[src/rtl/decode_queue.sv]
// Instruction FIFO feeding a registered decode stage, with a pending-write scoreboard
// that holds issue on register hazards until writeback.
module decode_queue #(
   parameter int unsigned DEPTH     = 4,
   parameter int unsigned RIDX_W    = 6,
   parameter bit          TRACK_WAW = 1'b1
) (
   input  logic                     clk,
   input  logic                     rst,
   input  logic                     in_valid,
   output logic                     in_ready,
   input  logic [31:0]              in_inst,
   input  logic                     flush,
   output logic                     dec_valid,
   input  logic                     dec_ready,
   output logic [3:0]               dec_opcode,
   output logic [2:0]               dec_funct3,
   output logic [6:0]               dec_funct7,
   output logic [RIDX_W-1:0]        dec_rd,
   output logic [RIDX_W-1:0]        dec_rs1,
   output logic [RIDX_W-1:0]        dec_rs2,
   output logic [31:0]              dec_imm,
   output logic [5:0]               dec_ctrl,
   output logic                     dec_endp,
   input  logic                     wb_valid,
   input  logic [RIDX_W-1:0]        wb_rd,
   output logic [(2**RIDX_W)-1:0]   sb_busy
);
   localparam int unsigned PTR_W = $clog2(DEPTH);
   localparam int unsigned NREG  = 2**RIDX_W;
   localparam logic [PTR_W:0] FULL_CNT = (PTR_W+1)'(DEPTH);

   function automatic logic [31:0] imm_of(input logic [31:0] i);
      case (i[3:0])
         4'd1, 4'd2, 4'd3, 4'd4, 4'd5, 4'd11: imm_of = {{20{i[30]}}, i[30:19]};
         4'd6, 4'd12: imm_of = {{20{i[30]}}, i[30:25], i[9:4]};
         4'd7:        imm_of = {{18{i[30]}}, i[30:25], i[9:4], 2'b00};
         4'd8, 4'd9:  imm_of = {i[29:10], 12'b0};
         default:     imm_of = {{10{i[29]}}, i[29:10], 2'b00};
      endcase
   endfunction

   // {regwrite, alusrc, branch, memwrite, memtoreg, jump}
   function automatic logic [5:0] ctrl_of(input logic [3:0] op);
      case (op)
         4'd0, 4'd8, 4'd9, 4'd13: ctrl_of = 6'b100000;
         4'd1:                    ctrl_of = 6'b110000;
         4'd7:                    ctrl_of = 6'b001000;
         4'd3, 4'd10:             ctrl_of = 6'b110001;
         4'd2, 4'd11:             ctrl_of = 6'b110010;
         4'd6, 4'd12:             ctrl_of = 6'b010100;
         default:                 ctrl_of = 6'b000000;
      endcase
   endfunction

   function automatic logic is_pending(input logic [RIDX_W-1:0] r,
                                       input logic [NREG-1:0]   busy,
                                       input logic              dv,
                                       input logic              dwr,
                                       input logic [RIDX_W-1:0] drd);
      is_pending = (r != '0) && (busy[r] || (dv && dwr && (drd == r)));
   endfunction

   logic [31:0]       mem [DEPTH];
   logic [PTR_W-1:0]  wr_ptr_q, rd_ptr_q;
   logic [PTR_W:0]    count_q, count_d;
   logic [NREG-1:0]   sb_q, sb_d;

   logic              dec_valid_q;
   logic [31:0]       dec_inst_q;
   logic [31:0]       dec_imm_q;
   logic [5:0]        dec_ctrl_q;

   logic [31:0]       head;
   logic [5:0]        head_ctrl;
   logic [RIDX_W-1:0] head_rd, head_rs1, head_rs2;
   logic              empty, hazard, push, pop, issue;

   assign head      = mem[rd_ptr_q];
   assign head_ctrl = ctrl_of(head[3:0]);
   assign head_rd   = RIDX_W'(head[9:4]);
   assign head_rs1  = RIDX_W'(head[18:13]);
   assign head_rs2  = RIDX_W'(head[24:19]);

   assign empty    = (count_q == '0);
   assign in_ready = (count_q < FULL_CNT);

   // The bundle in the decode register counts as an in-flight write.
   assign hazard = is_pending(head_rs1, sb_q, dec_valid_q, dec_ctrl_q[5], dec_rd)
                || is_pending(head_rs2, sb_q, dec_valid_q, dec_ctrl_q[5], dec_rd)
                || (TRACK_WAW && head_ctrl[5]
                    && is_pending(head_rd, sb_q, dec_valid_q, dec_ctrl_q[5], dec_rd));

   assign push  = in_valid && in_ready && !flush;
   assign pop   = (!dec_valid_q || dec_ready) && !empty && !hazard && !flush;
   assign issue = dec_valid_q && dec_ready && dec_ctrl_q[5] && (dec_rd != '0);

   always_comb begin
      count_d = count_q;
      case ({push, pop})
         2'b10:   count_d = count_q + 1'b1;
         2'b01:   count_d = count_q - 1'b1;
         default: count_d = count_q;
      endcase
   end

   // Set wins over a same-cycle writeback clear of the same index.
   always_comb begin
      sb_d = sb_q;
      if (wb_valid) sb_d[wb_rd] = 1'b0;
      if (issue)    sb_d[dec_rd] = 1'b1;
   end

   always_ff @(posedge clk) begin
      if (push) mem[wr_ptr_q] <= in_inst;
   end

   always_ff @(posedge clk or posedge rst) begin
      if (rst) begin
         wr_ptr_q <= '0;
         rd_ptr_q <= '0;
         count_q  <= '0;
         sb_q     <= '0;
      end else begin
         sb_q <= sb_d;
         if (flush) begin
            wr_ptr_q <= '0;
            rd_ptr_q <= '0;
            count_q  <= '0;
         end else begin
            if (push) wr_ptr_q <= wr_ptr_q + 1'b1;
            if (pop)  rd_ptr_q <= rd_ptr_q + 1'b1;
            count_q <= count_d;
         end
      end
   end

   always_ff @(posedge clk or posedge rst) begin
      if (rst) begin
         dec_valid_q <= 1'b0;
         dec_inst_q  <= '0;
         dec_imm_q   <= '0;
         dec_ctrl_q  <= '0;
      end else if (flush) begin
         dec_valid_q <= 1'b0;
      end else if (pop) begin
         dec_valid_q <= 1'b1;
         dec_inst_q  <= head;
         dec_imm_q   <= imm_of(head);
         dec_ctrl_q  <= head_ctrl;
      end else if (dec_ready) begin
         dec_valid_q <= 1'b0;
      end
   end

   assign dec_valid  = dec_valid_q;
   assign dec_opcode = dec_inst_q[3:0];
   assign dec_funct3 = dec_inst_q[12:10];
   assign dec_funct7 = dec_inst_q[31:25];
   assign dec_rd     = RIDX_W'(dec_inst_q[9:4]);
   assign dec_rs1    = RIDX_W'(dec_inst_q[18:13]);
   assign dec_rs2    = RIDX_W'(dec_inst_q[24:19]);
   assign dec_imm    = dec_imm_q;
   assign dec_ctrl   = dec_ctrl_q;
   assign dec_endp   = (dec_inst_q == 32'd0) && dec_valid_q;
   assign sb_busy    = sb_q;

endmodule

[config.mk]
export PLATFORM = sky130hd
export DESIGN_NAME = decode_queue
export DESIGN_NICKNAME = d
export VERILOG_FILES = /design/src/rtl/decode_queue.sv
export SDC_FILE = /design/constraint.sdc
export NUM_CORES = 1
export LEC_CHECK = 0
export ABC_CLOCK_PERIOD_IN_PS = 6600
export CAP_MARGIN = 25
export CORE_ASPECT_RATIO = 0.5
export CORE_MARGIN = 4
export CORE_UTILIZATION = 40
export CTS_CLUSTER_DIAMETER = 40
export CTS_CLUSTER_SIZE = 20
export DETAILED_ROUTE_END_ITERATION = 10
export GPL_TIMING_DRIVEN = 0
export SLEW_MARGIN = 10
export SYNTH_ARGS = -nofsm -noshare
export SYNTH_HDL_FRONTEND = slang
export SYNTH_SLANG_ARGS = --single-unit
[constraint.sdc]
create_clock -name clk -period 6.6 [get_ports clk]
set_input_delay 1.32 -clock clk [delete_from_list [all_inputs] [get_ports clk]]
set_output_delay 1.32 -clock clk [all_outputs]
set_load 0.005 [all_outputs]
### Yosys cells after proc, flatten, opt, wreduce, memory -nomap -nowiden

Memories as Yosys holds them, arrays and structs flattened.
Cells that the tools add are included.

| word-level totals | value |
|---|---|
| memories kept | 2 |
| latch bits | 0 |
| bits in writable memories | 128 |
| bits in read-only memories | 96 |
| input port bits | 44 |
| register bits | 142 |
| logic and storage cells | 109 |

| cells by class | value |
|---|---|
| $mul | 0 |
| shift operators | 0 |
| add/subtract/negate cells | 4 |
| $lt $le $gt $ge | 8 |
| mux-type cells | 24 |
| reductions and logical operators | 43 |
| eq/ne operators | 16 |
| bitwise logic cells | 4 |
| div/mod/pow operators | 0 |

Memories:

| memory | depth | bits a word | read ports | clocked after memory_dff | write ports | line | RTL |
|---|---|---|---|---|---|---|---|
| mem | 4 | 32 | 1 | 0 | 1 | 64 | `logic [31:0] mem [DEPTH];` |
| (name not given) | 16 | 6 | 1 | 0 | 0 | 45 | `case (op)` |

Operators with widths:

| kind | count |
|---|---|
| 64-bit two-way mux | 2 |
| 32-bit case mux with 4 select lines | 1 |
| 64-bit bitwise AND | 1 |
| 64-bit inverter | 1 |
| 64-bit OR | 1 |
| 6-bit by 7-bit less-than comparator with 1-bit output (second input constant) | 5 |
| 32-bit zero test | 1 |
| 6-bit nonzero test | 4 |
| 1-bit logical AND | 19 |
| 1-bit binary-select mux with 6-bit select | 3 |
| 6-bit == test | 3 |
| 4-bit by 3-bit == test with 1-bit output (second input constant) | 4 |
| 4-bit == test (second input constant) | 4 |
| 1-bit demux with 6-bit select | 2 |
| 6-bit by 1-bit >= comparator with 1-bit output (second input constant) | 2 |
| 1-bit two-way mux | 10 |
| 4-bit by 2-bit == test with 1-bit output (second input constant) | 2 |
| 2-bit two-way mux | 4 |
| 1-bit logical OR | 6 |
| 3-bit case mux with 2 select lines | 1 |
| 3-bit nonzero test | 2 |
| 6-bit OR reduction | 1 |
| 2-bit by 1-bit adder with 2-bit output (second input constant) | 2 |
| 4-bit by 1-bit == test with 1-bit output (second input constant) | 1 |
| other kinds (12) | 17 |

### Depth between registers and ports, before layout

An unclocked memory read counts as a cell.

| logic depth | value |
|---|---|
| depth in word-level cells | 13 |
| gate-level depth with buffers | 20 |

### Worst setup path before layout

OpenSTA, ideal clock, no wires.

| timing | value |
|---|---|
| path kind | reg2reg |
| start | register rd_ptr_q[0] |
| end | register count_q[1] |
| setup slack | 2.514 ns |
| clock period less this slack | 4.086 ns |
| arrival time | 3.937 ns |
| stages on the path, launching flop included | 19 |
| buffers on the path | 6 |
| required time | 6.451 ns |
| cell sequence | dfrtp_1 > buf_6 > buf_2 > mux4_2 > clkbuf_1 > o41ai_1 > o211ai_1 > nor4_1 > and3_1 > buf_4 > nand2b_1 > buf_6 > buf_6 > nor2_1 > fa_1 > nand2b_1 > nor2_1 > mux2i_1 > o311ai_0 |

| between the ends | value |
|---|---|
| longest elaborated chain between the ends | 13 |
| elaborated cells on any way between the ends | 34 |
| those cells by class | eq/ne: 5; mux: 8; reduce/logical: 19; memory: 2 |

RTL lines:

| item | line | RTL |
|---|---|---|
| start: declaration | 65 | `logic [PTR_W-1:0] wr_ptr_q, rd_ptr_q;` |
| start signal: assignment | 132 | `if (pop) rd_ptr_q <= rd_ptr_q + 1'b1;` |
| memory read 4 x 32 bit * | - |  |
| 1-bit binary-select mux with 6-bit select / 6-bit == test (equally long branches) | 61 | `is_pending = (r != '0) && (busy[r] \|\| (dv && dwr && (drd == r)));` |
| 1-bit two-way mux (not written as such) / 1-bit logical AND (equally long branches) | 61 |  |
| 1-bit logical OR | 61 |  |
| 1-bit logical AND | 61 |  |
| 1-bit logical OR / 1-bit logical AND (equally long branches) | 90, 92 |  |
| 1-bit logical OR * | 91 | `\|\| (TRACK_WAW && head_ctrl[5]` |
| 1-bit zero test * | 95 | `assign pop = (!dec_valid_q \|\| dec_ready) && !empty && !hazard && !flush;` |
| 1-bit logical AND * (2 in series) | 95 |  |
| 2-bit by 1-bit == test with 1-bit output / 2-bit == test (equally long branches) | 100 | `case ({push, pop})` |
| 3-bit case mux with 2 select lines | 100 |  |
| 3-bit two-way mux | 126 | `if (flush) begin` |
| end signal: assignment | 133 | `count_q <= count_d;` |
| end: declaration | 66 | `logic [PTR_W:0] count_q, count_d;` |

Every way passes the cells marked *; elsewhere a longest branch is shown, timed or not. The select of a mux whose other input is x is not followed.
A chain may end at the register's enable or synchronous reset.

### Final worst setup path

| timing | value |
|---|---|
| start | register rd_ptr_q[1] |
| end | register count_q[1] |

Same word-level chain as after synthesis.

==> results by group <==
Status
  • Status: finished clean

Worst setup path
  • CP Data Arrival Time: 6.13 ns
  • Crit path kind: flop to flop
  • Cells on worst reg2reg path: 20
  • FF-to-FF End: count_q[1]
  • CP startpoint: rd_ptr_q[1]
  • Most frequent CP cell: buf_2
  • Crit-path cells: buf_2 > clkbuf_1 > mux4_2 > buf_2 > buf_2 > nand2_1 > a31oi_1 > o21ai_1 > nor4_1 > and3_1 > buf_4 > nand2b_1 > buf_6 > buf_6 > nor2_1 > fa_1 > nand2b_1 > nor2_1 > mux2i_1 > o311ai_0
  • Startpoint types: flop
  • Critical path's largest stage delay: roughly 0.9 ns
  • Critical path's slowest cell: nor4_1
  • Reg2reg start: rd_ptr_q[1]
  • Crit path capture type: flop
  • Worst setup path end: count_q[1]
  • R2R Setup Slk: around 0.89 ns
  • WP data required: 7.02 ns
  • CP Max Fanout: 10

STA
  • Setup repair after global routing missed its margin: no
  • Worst-margin pin slew: ~1.0 ns
  • Slew HR: 0.3026
  • Final critical-path required period: about 5.7 ns
  • Fmax: ~180 MHz
  • Fin. max-slew vios: 0
  • Final count of negative-setup-slack endpoints: 0
  • Fin crit share: 0.8649
  • Clock Skew: between 0.01 and 0.015 ns
  • Fin. Hold Viols: 0

Floorplanning
  • Chip height: 137.3 um
  • # rows: 47
  • Die footprint: ~37000 um^2
  • I/O pin cnt: around 180
  • Die width: 266.6 um
  • Initial core utilization: 0.4055
  • Core ar.: between 30000 and 40000 um^2

Placed design
  • Placer Congestion: approximately 0.9
  • IO buf count: about 180
  • HPWL after DPL: approximately 32 mm

Hold path
  • Hold depth: 1
  • Hold Path Class: flop to flop

Clock tree
  • CTS root buffer: clkbuf_16
  • Setup Buffers After CTS: 0
  • Worst-Skew Late Latency: between 0.5 and 0.6 ns
  • CTS max path bufs: 3
  • CTS tree: yes
  • Cts hold-fix bufs: 0
  • CTS Sinks: 270
  • Num CTS Buffers: 29
  • CTS H-tree lvls: 1
  • Post-CTS sizing: 0
  • Worst-path clk slew: around 0.08 ns

Routing
  • Drc violations: 0
  • Drt wl/cell: approximately 27 um
  • Initial DRC count: ~1100
  • Number of vias per cell: slightly below 6
  • Drt total wl: approximately 46 mm
  • DR vias: 10020
  • Antenna Nets Post-Route: 0
  • First drt pass iteration count: 5

Logic synthesis
  • Average size of a mapped cell: 13.22 um^2
  • Main synth FF type: dfrtp_1
  • Ys Warns: 0
  • Count leader, synth: dfrtp_1
  • Flops & latches, synth: 270
  • Synth top area share: 0.2873
  • EDFF count, synth: between 100 and 150
  • Post-synthesis sequential area ratio: 0.5529
  • Asr flop ratio synth: 0.5259
  • Commonest cells post-synth: dfrtp_1 (142), edfxtp_1 (128), o21ai_0 (128)
  • Synth Cell Area: ~13000 um^2
  • Area contributors post-synth: edfxtp_1 (29%), dfrtp_1 (27%), mux4_2 (7.2%)
  • Yosys cell types: 63
  • Syn Inst Count: approximately 1000
  • Syn Nets: 1061
  • Synth area leader: edfxtp_1

Pwr
  • Internal power: about 4.6 mW
  • Logic pwr share: 0.416
  • Lkg Pwr: 6.615 nW
  • Sw Ratio: 0.3627
  • Pwr dens: between 400 and 500 nW/um^2
  • Sw Pwr: between 2 and 3 mW
  • Share of power burned in registers: 0.341
  • Max rail drop VDD: approximately 0.00025 V
  • PnR Total Power: about 7.2 mW
  • Clk pwr share: 0.243

Global route
  • Initial antenna violation count: 0
  • Number of global-route vias before repair: ~9700
  • First-pass GRT wire length: 66.39 mm
  • Aggregate global routing overflow: 0
  • Largest net degree at the start of global routing: between 80 and 90
  • Total Routing Usage GR: 0.2454

Final layout
  • Layout cells sized above 1: 0.1707
  • Fin util: 0.5123
  • Final nets: about 1300
  • Antenna cells: 0
  • Synth-to-Final Area Change: 26.35%

Job
  • Max-Cap Viols: 0
==> worst min path at each step <==
stage	startpoint	end	slack (ns)
4_1_cts	dec_imm[21]	dec_imm[21]	0.52
5_1_grt	dec_imm[29]	dec_imm[29]	0.54
3_3_place_gp	dec_imm[27]	dec_imm[27]	0.50
6_report	dec_imm[23]	dec_imm[23]	0.51
3_5_place_dp	dec_imm[21]	dec_imm[21]	0.50
2_1_floorplan	dec_imm[10]	dec_imm[10]	0.47
==> critical path, delay by kind of cell (launching register included) <==
kind	cells	cell delay, ns
buffers and inverters	7	1.98
and+or+nand+nor	7	1.66
muxes	2	0.62
AOI/OAI and AO/OA	3	0.51
adders and majority gates	1	0.42
DFF	1	0.33
==> state kept, by name, indices dropped and copies added, names as in the netlist <==
signal	count
rd_ptr_q	2
wr_ptr_q	2
count_q	3
dec_inst_q	32
mem	128
dec_valid	1
dec_imm	32
dec_ctrl	6
sb_busy	64
==> power groups by stage <==
stage / clock [mW] / sequential, mW / combinational, mW
after CTS: 1.79 / 2.46 / 2.98
after global placement: 0 / 2.48 / 2.91
final: 1.75 / 2.46 / 3.00
after floorplan: 0 / 2.39 / 1.74
after detailed placement: 0 / 2.49 / 2.97
after global routing: 1.86 / 2.49 / 3.18
==> kinds of logic after synthesis <==
group	count (synthesis)	synth area share
compound gates	215	0.09970
simple gates	220	0.08371
fa+ha+maj	5	0.005238
xor+xnor	24	0.01674
mux	197	0.2116
buf+inv	81	0.03012
flops	270	0.5529
==> layout make-up <==
class	instances	area, um^2
fillers	2823	16090
flip-flops and latches	270	7397
multi-input cells	661	5584
repair buffers	182	1909
clock buffers	31	764.5
well taps	441	551.8
plain buffers	69	357.8
clock inverters	23	287.8
inverters	12	50.05
==> layout by cell type, fill, tap and decap left out, types with 6 or more instances in the layout <==
master	synthesis	layout
clkdlybuf4s50_1	0	177
dfrtp_1	142	142
o21ai_0	128	128
edfxtp_1	128	128
mux2i_1	84	84
nand2_1	73	73
mux2_4	62	62
mux4_2	43	43
clkbuf_1	31	31
clkbuf_16	0	30
nand3_1	27	27
nor2_1	22	22
buf_2	19	19
nand2b_1	15	15
xor2_1	15	15
nor3_1	14	14
nor4_1	13	13
nor2b_1	13	13
nand3b_1	12	12
inv_1	11	10
a31oi_1	10	10
buf_6	9	9
a221o_1	9	9
a222oi_1	9	9
buf_1	8	8
xnor2_1	8	8
nand4_1	7	7
mux2_2	6	6
a22oi_1	6	6
o211ai_1	6	6
a21oi_1	6	6
inv_6	0	6
a21o_1	6	6
==> per-stage QoR <==
| stage | TNS, ns | cell area (um^2) | instances | setup slack [ns] | hold WS (ns) |
|---|---|---|---|---|---|
| after floorplan | 0 | 13380 | 1012 | 1.470 | 0.4739 |
| after global placement | -67.01 | 15700 | 1630 | -0.4896 | 0.5008 |
| after detailed placement | 0 | 15850 | 1635 | 0.9859 | 0.4996 |
| after CTS | 0 | 16900 | 1689 | 0.9393 | 0.5197 |
| after global routing | 0 | 16900 | 1689 | 0.5970 | 0.5356 |
| final | 0 | 16900 | 1689 | 0.8916 | 0.5142 |
==> per-layer routing <==
layer	global-route usage	vias up	wire length, um
met3	0.05389	79	3310
met2	0.3867	400	20900
met4	0.06973	0	1250
met1	0.3460	5217	20290
met5	0	-	0
li1	-	4324	-
Power figures use the tool's default switching activity.
